<file path="src/rtl/imem_program_loader_pkg.sv">
// Shared encoding constants for the program loader and the control decoder:
// operation classes, MIPS opcode/funct fields, word builders and loader FSM states.
package imem_program_loader_pkg;

  typedef enum logic [4:0] {
    OP_ADD  = 5'd0,
    OP_SUB  = 5'd1,
    OP_AND  = 5'd2,
    OP_OR   = 5'd3,
    OP_SLT  = 5'd4,
    OP_NOR  = 5'd5,
    OP_SLL  = 5'd6,
    OP_SRL  = 5'd7,
    OP_LW   = 5'd8,
    OP_SW   = 5'd9,
    OP_ADDI = 5'd10,
    OP_ANDI = 5'd11,
    OP_ORI  = 5'd12,
    OP_SLTI = 5'd13,
    OP_BEQ  = 5'd14,
    OP_BNE  = 5'd15,
    OP_J    = 5'd16
  } op_e;

  localparam logic [5:0] OPC_RTYPE = 6'h00;
  localparam logic [5:0] OPC_J     = 6'h02;
  localparam logic [5:0] OPC_BEQ   = 6'h04;
  localparam logic [5:0] OPC_BNE   = 6'h05;
  localparam logic [5:0] OPC_ADDI  = 6'h08;
  localparam logic [5:0] OPC_SLTI  = 6'h0A;
  localparam logic [5:0] OPC_ANDI  = 6'h0C;
  localparam logic [5:0] OPC_ORI   = 6'h0D;
  localparam logic [5:0] OPC_LW    = 6'h23;
  localparam logic [5:0] OPC_SW    = 6'h2B;

  localparam logic [5:0] FUNCT_SLL = 6'h00;
  localparam logic [5:0] FUNCT_SRL = 6'h02;
  localparam logic [5:0] FUNCT_ADD = 6'h20;
  localparam logic [5:0] FUNCT_SUB = 6'h22;
  localparam logic [5:0] FUNCT_AND = 6'h24;
  localparam logic [5:0] FUNCT_OR  = 6'h25;
  localparam logic [5:0] FUNCT_NOR = 6'h27;
  localparam logic [5:0] FUNCT_SLT = 6'h2A;

  typedef enum logic [1:0] {
    S_IDLE = 2'd0,
    S_LOAD = 2'd1,
    S_DONE = 2'd2,
    S_FULL = 2'd3
  } state_e;

  function automatic logic [31:0] r_word(input logic [4:0] rs, input logic [4:0] rt,
                                         input logic [4:0] rd, input logic [4:0] shamt,
                                         input logic [5:0] funct);
    return {OPC_RTYPE, rs, rt, rd, shamt, funct};
  endfunction

  function automatic logic [31:0] i_word(input logic [5:0] opcode, input logic [4:0] rs,
                                         input logic [4:0] rt, input logic [15:0] imm);
    return {opcode, rs, rt, imm};
  endfunction

endpackage

</file>
<file path="src/rtl/imem_program_loader_instr_pack.sv">
// instr_pack: combinational encoder from operation class plus fields to a
// 32-bit MIPS word; unknown classes yield a NOP and raise the illegal flag.
module instr_pack
  import imem_program_loader_pkg::*;
(
  input  logic [4:0]  op,
  input  logic [4:0]  rs,
  input  logic [4:0]  rt,
  input  logic [4:0]  rd,
  input  logic [4:0]  shamt,
  input  logic [15:0] imm,
  input  logic [25:0] target,
  output logic [31:0] word,
  output logic        illegal
);

  // Select the encoding for the operation class; shifts ignore rs, others ignore shamt.
  always_comb begin
    // NOTE: every output gets a default first so no path can infer a latch.
    word    = 32'h0000_0000;
    illegal = 1'b0;
    case (op_e'(op))
      OP_ADD:  word = r_word(rs, rt, rd, 5'd0, FUNCT_ADD);
      OP_SUB:  word = r_word(rs, rt, rd, 5'd0, FUNCT_SUB);
      OP_AND:  word = r_word(rs, rt, rd, 5'd0, FUNCT_AND);
      OP_OR:   word = r_word(rs, rt, rd, 5'd0, FUNCT_OR);
      OP_SLT:  word = r_word(rs, rt, rd, 5'd0, FUNCT_SLT);
      OP_NOR:  word = r_word(rs, rt, rd, 5'd0, FUNCT_NOR);
      OP_SLL:  word = r_word(5'd0, rt, rd, shamt, FUNCT_SLL);
      OP_SRL:  word = r_word(5'd0, rt, rd, shamt, FUNCT_SRL);
      OP_LW:   word = i_word(OPC_LW, rs, rt, imm);
      OP_SW:   word = i_word(OPC_SW, rs, rt, imm);
      OP_ADDI: word = i_word(OPC_ADDI, rs, rt, imm);
      OP_ANDI: word = i_word(OPC_ANDI, rs, rt, imm);
      OP_ORI:  word = i_word(OPC_ORI, rs, rt, imm);
      OP_SLTI: word = i_word(OPC_SLTI, rs, rt, imm);
      OP_BEQ:  word = i_word(OPC_BEQ, rs, rt, imm);
      OP_BNE:  word = i_word(OPC_BNE, rs, rt, imm);
      OP_J:    word = {OPC_J, target};
      default: illegal = 1'b1;
    endcase
  end

endmodule

</file>
<file path="src/rtl/imem_program_loader.sv">
// imem_program_loader: packs instruction descriptors and writes them to
// consecutive instruction-memory words, holding the CPU in reset until done.
// Optional feature: define LOADER_CHECKSUM_EN for a running XOR of written words.
module imem_program_loader
  import imem_program_loader_pkg::*;
#(
  parameter int ADDR_W    = 8,
  parameter int BASE_ADDR = 0
) (
  input  logic              clk,
  input  logic              rst,
  input  logic              start,
  input  logic              in_valid,
  output logic              in_ready,
  input  logic [4:0]        in_op,
  input  logic [4:0]        in_rs,
  input  logic [4:0]        in_rt,
  input  logic [4:0]        in_rd,
  input  logic [4:0]        in_shamt,
  input  logic [15:0]       in_imm,
  input  logic [25:0]       in_target,
  input  logic              in_last,
  output logic              imem_we,
  output logic [ADDR_W-1:0] imem_addr,
  output logic [31:0]       imem_wdata,
  output logic              busy,
  output logic              done,
  output logic              full,
  output logic              err_illegal,
  output logic [ADDR_W:0]   count,
  output logic              cpu_hold,
  output logic [31:0]       checksum
);

  localparam logic [ADDR_W-1:0] BASE     = ADDR_W'(BASE_ADDR);
  localparam logic [ADDR_W-1:0] ADDR_MAX = {ADDR_W{1'b1}};

  state_e            state, state_nxt;
  logic [ADDR_W-1:0] addr, addr_nxt;
  logic              accept;
  logic [31:0]       word;
  logic              illegal;

  instr_pack u_pack (
    .op      (in_op),
    .rs      (in_rs),
    .rt      (in_rt),
    .rd      (in_rd),
    .shamt   (in_shamt),
    .imm     (in_imm),
    .target  (in_target),
    .word    (word),
    .illegal (illegal)
  );

  assign in_ready = (state == S_LOAD) && !start;
  assign accept   = in_valid && in_ready;
  assign busy     = (state == S_LOAD);
  assign done     = (state == S_DONE);
  assign full     = (state == S_FULL);
  assign cpu_hold = (state != S_DONE);

  // Next state and next write address; start overrides any beat.
  always_comb begin
    state_nxt = state;
    addr_nxt  = addr;
    if (start) begin
      state_nxt = S_LOAD;
      addr_nxt  = BASE;
    end else if (accept) begin
      if (in_last)                 state_nxt = S_DONE;
      else if (addr == ADDR_MAX)   state_nxt = S_FULL;
      else                         addr_nxt  = addr + 1'b1;
    end
  end

  // State and address registers.
  always_ff @(posedge clk or posedge rst) begin
    if (rst) begin
      state <= S_IDLE;
      addr  <= BASE;
    end else begin
      // NOTE: sequential state uses non-blocking assignments so every flop samples pre-edge values.
      state <= state_nxt;
      addr  <= addr_nxt;
    end
  end

  // Registered write port, word counter and sticky illegal flag.
  always_ff @(posedge clk or posedge rst) begin
    if (rst) begin
      // NOTE: the write-data register is control-visible output, so it is reset like the rest.
      imem_we     <= 1'b0;
      imem_addr   <= '0;
      imem_wdata  <= '0;
      err_illegal <= 1'b0;
      count       <= '0;
    end else begin
      imem_we <= accept;
      if (accept) begin
        imem_addr  <= addr;
        imem_wdata <= word;
      end
      if (start) begin
        err_illegal <= 1'b0;
        count       <= '0;
      end else if (accept) begin
        count <= count + 1'b1;
        if (illegal) err_illegal <= 1'b1;
      end
    end
  end

`ifdef LOADER_CHECKSUM_EN
  logic [31:0] cks;

  // Running XOR of every written word since the last start.
  always_ff @(posedge clk or posedge rst) begin
    if (rst)         cks <= '0;
    else if (start)  cks <= '0;
    else if (accept) cks <= cks ^ word;
  end

  assign checksum = cks;
`else
  assign checksum = 32'h0000_0000;
`endif

endmodule

</file>
<file path="config.mk">
export PLATFORM = sky130hd
export DESIGN_NAME = imem_program_loader
export DESIGN_NICKNAME = d
export VERILOG_FILES = /design/src/rtl/imem_program_loader_pkg.sv /design/src/rtl/imem_program_loader_instr_pack.sv /design/src/rtl/imem_program_loader.sv
export SDC_FILE = /design/constraint.sdc
export NUM_CORES = 1
export LEC_CHECK = 0
export CAP_MARGIN = 40
export CORE_ASPECT_RATIO = 0.7
export CORE_MARGIN = 2
export CORE_UTILIZATION = 44
export CTS_BUF_LIST = sky130_fd_sc_hd__clkbuf_16
export DETAILED_ROUTE_END_ITERATION = 6
export HOLD_SLACK_MARGIN = 0.15
export PLACE_DENSITY = 0.86
export SLEW_MARGIN = 10
export SYNTH_ARGS = -nofsm -noshare
export SYNTH_HDL_FRONTEND = slang
export SYNTH_SLANG_ARGS = --single-unit
</file>
<file path="constraint.sdc">
create_clock -name clk -period 3.5 [get_ports clk]
set_clock_uncertainty 0.15 [all_clocks]
set_input_delay 0.7 -clock clk [delete_from_list [all_inputs] [get_ports clk]]
set_output_delay 0.7 -clock clk [all_outputs]
set_load 0.005 [all_outputs]
</file>
## Yosys cells after proc, flatten, opt, wreduce, memory -nomap -nowiden

Cells that the tools add are included.

| storage, ports and cells | value |
|---|---|
| bits in registers | 61 |
| input bits | 72 |

| operators by class | value |
|---|---|
| eq/ne operators | 24 |
| muxes and demuxes | 14 |
| reductions and logical operators | 10 |
| add/sub/neg operators | 2 |

Operators with widths:

| cell | count |
|---|---|
| $pmux 32 s17 | 1 |
| $eq 5x4->1 const B | 8 |
| $mux 8 | 4 |
| $eq 5x3->1 const B | 4 |
| $mux 9 | 2 |
| $reduce_or 17->1 | 1 |
| $eq 5x2->1 const B | 2 |
| $add 9x1->9 const B | 1 |
| $add 8x1->8 const B | 1 |
| $eq 8x8->1 const B | 1 |
| $mux 2 | 4 |
| $ne 2x2->1 const B | 3 |
| $eq 5x1->1 const B | 1 |
| $eq 5x5->1 const B | 1 |
| $logic_not 5->1 | 1 |
| $eq 2x2->1 const B | 2 |
| $reduce_and 2->1 | 2 |
| $mux 1 | 3 |
| $reduce_and 3->1 | 1 |
| $reduce_bool 3->1 | 1 |
| $eq 2x1->1 const B | 1 |
| $logic_and 1x1->1 | 2 |
| $ne 2x1->1 const B | 1 |
| $reduce_bool 2->1 | 1 |
| $logic_not 1->1 | 1 |

## Longest topological paths before layout

Gate-level depths: netlist (run 1).

| logic depth | value |
|---|---|
| word-level depth | 5 |
| mapped depth | 6 |
| mapped depth without buffers | 5 |

## Cells and area by module

A second synthesis (run 1) with hierarchy kept.

| unflattened totals | value |
|---|---|
| cell total of the unflattened synthesis | 398 |
| area total of the unflattened synthesis | 3,460.8 µm² |

By module, submodules not included:

| module | cells an instance | times used | area each (µm²) |
|---|---|---|---|
| imem_program_loader | 315 | 1 | 2,847.7 |
| instr_pack | 83 | 1 | 613.1 |

## Worst setup path before layout (run 1)

No wires, ideal clock.

| path | value |
|---|---|
| kind | input-to-reg |
| from | in in_last |
| to | reg addr[5] |
| required time | 3.272 ns |
| path slack | 1.494 ns |
| stages on the path | 4 |
| arrival time | 1.778 ns |
| cells stage by stage | and4bb_1 o2111ai_2 or4_1 a21oi_1 |

| between the ends | value |
|---|---|
| word-level cells in the longest chain between the ends | 2 |

RTL lines:

| item | RTL line | RTL |
|---|---|---|
| from (decl) | imem_program_loader.sv:22 | `input logic in_last,` |
| $ne 2x2->1 (no source line) | -- |  |
| $reduce_and 3->1 (no source line) | -- |  |
| to (signal assigned) | imem_program_loader.sv:85 | `addr <= addr_nxt;` |
| to (decl) | imem_program_loader.sv:39 | `logic [ADDR_W-1:0] addr, addr_nxt;` |

No other way between the ends.
A chain may end at the register's enable or synchronous reset.

## Worst setup path after layout (run 1)

| path | value |
|---|---|
| from | in start |
| to | out in_ready |

| between the ends | value |
|---|---|
| word-level cells in the longest chain between the ends | 2 |

RTL lines:

| item | RTL line | RTL |
|---|---|---|
| from (decl) | imem_program_loader.sv:12 | `input logic start,` |
| $logic_not 1->1 | imem_program_loader.sv:56 | `assign in_ready = (state == S_LOAD) && !start;` |
| $logic_and 1x1->1 | imem_program_loader.sv:56 |  |
| to (decl) | imem_program_loader.sv:14 | `output logic in_ready,` |

No other way between the ends.

==> results of run 1 <==
layer usage:
| metal | global-route usage | part of all wire | wire [um] |
|---|---|---|---|
| met1 | 0.279 | 0.44 | 3850 |
| met2 | 0.368 | 0.48 | 4180 |
| met3 | 0.0775 | 0.069 | 600 |
| met4 | 0.0494 | 0.010 | 87 |
| met5 | 0 | 0 | 0 |
area by class of cell:
type | count | area share
inverters | 10 | 0.00785
flip-flops and latches | 60 | 0.314
multi-input cells | 268 | 0.311
clock buffers | 9 | 0.0471
well taps | 98 | 0.0256
repair buffers | 135 | 0.278
clock inverters | 6 | 0.0167
registers in the layout, summed over array words and instances, names as in the netlist:
name,cells
addr,8
count,9
err_illegal,1
imem_addr,8
imem_wdata,31
imem_we,1
state,2
metrics by stage:
step                hold slack (ps)  std cells
floorplan                       317        392
global placement                310        571
detailed placement              316        571
CTS                             329        586
global route                    354        586
finish                          326        586
final timing paths:
path,endpoint,slack [ps],depth (start not counted)
max,in_ready,800,3
min,imem_addr[5]$_DFFE_PP0P_,330,2
max reg2reg,imem_wdata[9]$_DFFE_PP0P_,1230,4
min reg2reg,imem_addr[5]$_DFFE_PP0P_,330,2
max in group asynchronous,imem_wdata[16]$_DFFE_PP0P_,1860,3
min in group asynchronous,imem_addr[0]$_DFFE_PP0P_,660,2
logic make-up (layout without fill, tap and decap cells):
kind of cell             after synthesis  in the layout  share of synthesized area
adder cells (fa/ha/maj)                3              3                     0.0108
AND/OR/NAND/NOR                      132            132                      0.193
other                                  1             33                    0.00115
flip-flops                            60             60                      0.462
multiplexers                           8              8                     0.0246
XOR/XNOR                               8              8                     0.0215
AO/OA/AOI/OAI                         84             84                      0.167
buffers and inverters                 64            160                      0.120
worst min-delay path, stage by stage, from the launching register on:
cell     delay (ps)
dfrtp_1         340
nand2_1          50
nand2_1          50
where the power goes:
group          internal, uW  switching (uW)  total (uW)
combinational           258             176         434
clock                   612             298         910
sequential              767            45.7         812
cells in the final DEF (no fill, tap or decap), types with 3 or more instances in the layout:
cell type / count
a211oi_1: 6
a21oi_1: 19
a221oi_1: 10
a22oi_1: 8
a31oi_1: 4
buf_4: 9
clkbuf_16: 9
clkdlybuf4s50_1: 126
conb_1: 33
dfrtp_1: 60
inv_1: 9
mux2i_1: 8
nand2_1: 56
nand3_1: 5
nand4_1: 4
nor2_1: 39
nor2b_1: 5
o21ai_0: 17
o21ai_1: 6
o31ai_1: 5
xnor2_1: 3
xor2_1: 5
==> flow_metrics.py, run 1 <==
metrics = {
    "clock_tree": {
        "cts.sinks": 60,
        "worstSkewPairLatency_ps": 320,
        "cts_hold_buf": 0,
        "post_cts_resized": 0,
        "clk_pin_slew_ps": 50,
        "cts_buffers": 9,
        "cts_tree": "yes",
        "clock-root-buffer": "clkbuf_16",
        "cts-htree-levels": 3,
        "postCtsSetupRepairBufs": 0,
        "clock_path_buffers": 2,
    },
    "synthesis": {
        "syn_inst": 360,
        "synth_seq_area_share": 0.462,
        "synth_area_leaders": "dfrtp_1 46%, buf_4 7.6%, nand2_1 6.5%, nor2_1 4.5%, a21oi_1 2.9%",
        "ys_seq_elements": 60,
        "synth.most_common_cell": "dfrtp_1",
        "synth_common_cells": "60 x dfrtp_1, 56 x nand2_1, 39 x nor2_1",
        "synth_top_cell_by_area": "dfrtp_1",
        "syn_avg_cell_area_sq_um": 9.04,
        "async_flop_share": 1.00,
        "synth_edf_count": 0,
        "syn-cell-area_sq_um": 3250,
        "yosysTopAreaCellShare": 0.462,
        "synth.distinct_cells": 52,
        "synth_ff_type": "dfrtp_1",
        "ys_warn_count": 0,
    },
    "worst_setup_path": {
        "required_ps": 2650,
        "cp_slowest_cell": "clkdlybuf4s50_1",
        "rr_startpoint": "state[1]$_DFFE_PP0P_",
        "cp_top_family": "buffers and inverters",
        "crit_buf_inv": 2,
        "cp.arrival_ps": 1850,
        "path_max_fanout": 4,
        "critPathLaunch": "start",
        "crit_type": "input pin to primary output",
        "cp_common_cell": "clkdlybuf4s50_1",
        "cpPeakStageDelay_ps": 530,
        "cp-start-kind": "input pin",
        "crit_path_end_kind": "primary output",
        "cp_cell_sequence": "clkdlybuf4s50_1, nor2b_1, clkdlybuf4s50_1",
    },
    "routing": {
        "post-route-drc-count": 0,
        "ant_nets": 0,
        "drt_wl_total_um": 8710,
        "routedWlPerCell_um": 14.9,
        "drtIter0Drc": 143,
        "dr.pass1.iters": 4,
        "viasPerCell": 5.06,
        "vias": 2966,
    },
    "power_and_ir_drop": {
        "powerDensity_nw_per_um2": 451,
        "vdd_ir_drop_max_uv": 230,
        "power_uw": 2160,
        "leakage_uw": 0.00210,
    },
    "finish": {
        "multiInputGateArea_sq_um": 1490,
        "diodes": 0,
        "area_growth_syn_to_layout_pct": 47.0,
        "fin_area_sq_um": 4780,
        "fillers": 592,
        "final_layout_size_suffix_gt1_frac": 0.0717,
        "fin_util": 0.662,
        "finalNetCount": 558,
        "final-seq-area_sq_um": 1500,
    },
    "timing": {
        "final.setup.tns_ps": 0,
        "slew-limit-headroom": 0.533,
        "maxSlewViolCount": 0,
        "report.final.setup_viol": 0,
        "period_share": 0.771,
        "max_freq_mhz": 370,
        "worst_pin_slew_ps": 699,
        "fin_ws_ps": 800,
        "fin_crit_ps": 2700,
        "hold_viol_final": 0,
        "rsz0062_at_grt": "no",
    },
    "floorplanning": {
        "ios": 160,
        "row_count": 26,
        "die-area_sq_um": 8110,
        "initial_utilization": 0.450,
        "core_area_sq_um": 7220,
        "dieWidth_um": 107,
        "fp.dieH_um": 75.9,
    },
    "placement": {
        "placed_area_sq_um": 4480,
        "hpwl_um": 6530,
        "port_buffers": 126,
        "dp_slack_ps": 481,
        "place_congestion": 0.786,
    },
    "job": {
        "drv_cap": 0,
    },
    "global_routing": {
        "grt_antenna_before_repair": 0,
        "grt_pass1_vias": 2876,
        "track_usage": 0.221,
        "grt_max_degree": 34,
        "grt_remaining_overflow": 0,
        "grt_first_pass_wirelength_um": 14100,
    },
    "worst_hold_path": {
        "hold_class": "flip-flop to flip-flop",
        "min_from": "imem_addr[5]$_DFFE_PP0P_",
    },
    "run_status": {
        "status": "completed",
    },
}
Power figures use the tool's default switching activity.
==> run 2, diff against run 1 <==
--- a/config.mk
+++ b/config.mk
@@ -8,11 +8,11 @@
 export CAP_MARGIN = 40
 export CORE_ASPECT_RATIO = 0.7
 export CORE_MARGIN = 2
-export CORE_UTILIZATION = 44
+export CORE_UTILIZATION = 41
 export CTS_BUF_LIST = sky130_fd_sc_hd__clkbuf_16
 export DETAILED_ROUTE_END_ITERATION = 6
 export HOLD_SLACK_MARGIN = 0.15
-export PLACE_DENSITY = 0.86
+export PLACE_DENSITY = 0.81
 export SLEW_MARGIN = 10
 export SYNTH_ARGS = -nofsm -noshare
 export SYNTH_HDL_FRONTEND = slang
==> constraint.sdc (replaced) <==
create_clock -name clk -period 2.7 [get_ports clk]
set_clock_uncertainty 0.15 [all_clocks]
set_input_delay 0.54 -clock clk [delete_from_list [all_inputs] [get_ports clk]]
set_output_delay 0.54 -clock clk [all_outputs]
set_load 0.005 [all_outputs]
==> flow_metrics.py, run 2 (synthesis results as in run 1) <==
metrics = {
    "timing": {
        "slew-limit-headroom": 0.585,
        "final.setup.tns_ps": 0,
        "fin_crit_ps": 2340,
        "report.final.setup_viol": 0,
        "max_freq_mhz": 427,
        "period_share": 0.868,
        "worst_pin_slew_ps": 622,
        "rsz0062_at_grt": "no",
        "hold_viol_final": 0,
        "maxSlewViolCount": 0,
    },
    "worst_setup_path": {
        "rr_startpoint": "state[1]$_DFFE_PP0P_",
        "cpPeakStageDelay_ps": 500,
        "crit_path_end_kind": "primary output",
        "crit_type": "input pin to primary output",
        "cp.arrival_ps": 1650,
        "reg2reg_depth": 4,
        "rrSetupSlack_ps": 840,
        "required_ps": 2010,
        "cp-start-kind": "input pin",
        "cp_slowest_cell": "clkdlybuf4s50_1",
        "r2r-end": "addr[5]$_DFFE_PP0P_",
        "path_max_fanout": 4,
        "cp_cell_sequence": "clkdlybuf4s50_1, nor2b_1, clkdlybuf4s50_1",
        "cp_common_cell": "clkdlybuf4s50_1",
    },
    "global_routing": {
        "grt_remaining_overflow": 0,
        "grt_pass1_vias": 2842,
        "track_usage": 0.205,
        "grt_antenna_before_repair": 0,
        "grt_first_pass_wirelength_um": 14200,
        "grt_max_degree": 34,
    },
    "worst_hold_path": {
        "hold_depth": 2,
        "min_from": "imem_addr[7]$_DFFE_PP0P_",
        "holdPathEnd": "imem_addr[7]$_DFFE_PP0P_",
        "hold_class": "flip-flop to flip-flop",
    },
    "placement": {
        "place_congestion": 0.855,
        "port_buffers": 126,
        "placed_area_sq_um": 4540,
        "hpwl_um": 6490,
    },
    "floorplanning": {
        "die-area_sq_um": 8670,
        "fp.dieH_um": 78.5,
        "row_count": 27,
        "core_area_sq_um": 7770,
        "ios": 160,
        "initial_utilization": 0.419,
        "dieWidth_um": 110,
    },
    "clock_tree": {
        "cts-htree-levels": 3,
        "cts_buffers": 9,
        "post_cts_resized": 0,
        "clock-root-buffer": "clkbuf_16",
        "cts.sinks": 60,
        "clk_pin_slew_ps": 50,
        "postCtsSetupRepairBufs": 0,
        "cts_hold_buf": 0,
        "clock_path_buffers": 2,
        "cts_tree": "yes",
        "worstSkewPairLatency_ps": 320,
    },
    "routing": {
        "post-route-drc-count": 0,
        "ant_nets": 0,
        "vias": 2907,
        "drtIter0Drc": 161,
        "routedWlPerCell_um": 14.5,
        "viasPerCell": 4.89,
        "dr.pass1.iters": 4,
        "drt_wl_total_um": 8630,
    },
    "job": {
        "drv_cap": 0,
    },
    "run_status": {
        "status": "completed",
    },
    "power_and_ir_drop": {
        "powerDensity_nw_per_um2": 556,
        "vdd_ir_drop_max_uv": 371,
        "leakage_uw": 0.00212,
    },
    "finish": {
        "largest_reg_flops": 31,
        "diodes": 0,
        "final_common_cell": "clkdlybuf4s50_1",
        "fin_util": 0.619,
        "reg.largest.list": "imem_wdata (31), count (9)",
        "layout_common_cells": "126 x clkdlybuf4s50_1, 60 x dfrtp_1, 56 x nand2_1, 39 x nor2_1, 33 x conb_1",
        "multiInputGateArea_sq_um": 1490,
        "fin_area_sq_um": 4810,
        "finalNetCount": 564,
        "final_layout_size_suffix_gt1_frac": 0.0791,
        "regMostFlops": "imem_wdata",
        "final-seq-area_sq_um": 1500,
        "area_growth_syn_to_layout_pct": 47.8,
        "fillers": 667,
    },
}
run 2: cell count changes in the layout (fill, tap and decap cells not counted), sizes merged:
cell | before | now
inv | 10 | 11
clkinvlp | 1 | 0
bufinv | 2 | 1
buf | 9 | 15
run 2: through the flow:
stage	cells	setup WS [ps]	total power [uW]	hold slack [ps]
finish	594	355	2670	328
global route	594	314	2810	347
CTS	594	336	2700	331
detailed placement	580	175	1640	319
global placement	580	273	1630	312
floorplan	392	525	1300	317
run 2: worst max-delay path, delay by kind of cell:
| kind | cells | cell delay [ps] |
|---|---|---|
| buffers and inverters | 2 | 980 |
| AND/OR/NAND/NOR | 1 | 130 |
run 2: metal layers:
metal / global-route usage / wire length (um) / vias to the layer above
li1: - / - / 1442
met2: 0.322 / 4030 / 109
met1: 0.278 / 3970 / 1346
met4: 0.0588 / 89 / 0
met3: 0.0595 / 529 / 10
met5: 0 / 0 / -
run 2: cell type report:
class                   count  area share
inverters                  10     0.00781
clock inverters             5     0.00963
flip-flops and latches     60       0.312
repair buffers            141       0.288
well taps                 101      0.0263
multi-input cells         268       0.309
clock buffers               9      0.0468
run 2: where the power goes:
part | leakage [uW] | switching (uW) | internal (uW)
combinational | 0.00120 | 227 | 343
clock | 0.000137 | 358 | 690
sequential | 0.000787 | 61.1 | 995
total | 0.00212 | 646 | 2030
run 2: how the worst max path moves through the flow:
| stage | from | endpoint | slack [ps] | depth (start not counted) |
|---|---|---|---|---|
| final | start | in_ready | 360 | 3 |
| after global placement | start | imem_wdata[26]$_DFFE_PP0P_ | 270 | 6 |
| after floorplan | rst | addr[0]$_DFFE_PP0P_ | 530 | 1 |
| after detailed placement | in_op[0] | imem_wdata[9]$_DFFE_PP0P_ | 180 | 5 |
| after CTS | start | in_ready | 340 | 3 |
| after global routing | start | in_ready | 310 | 3 |
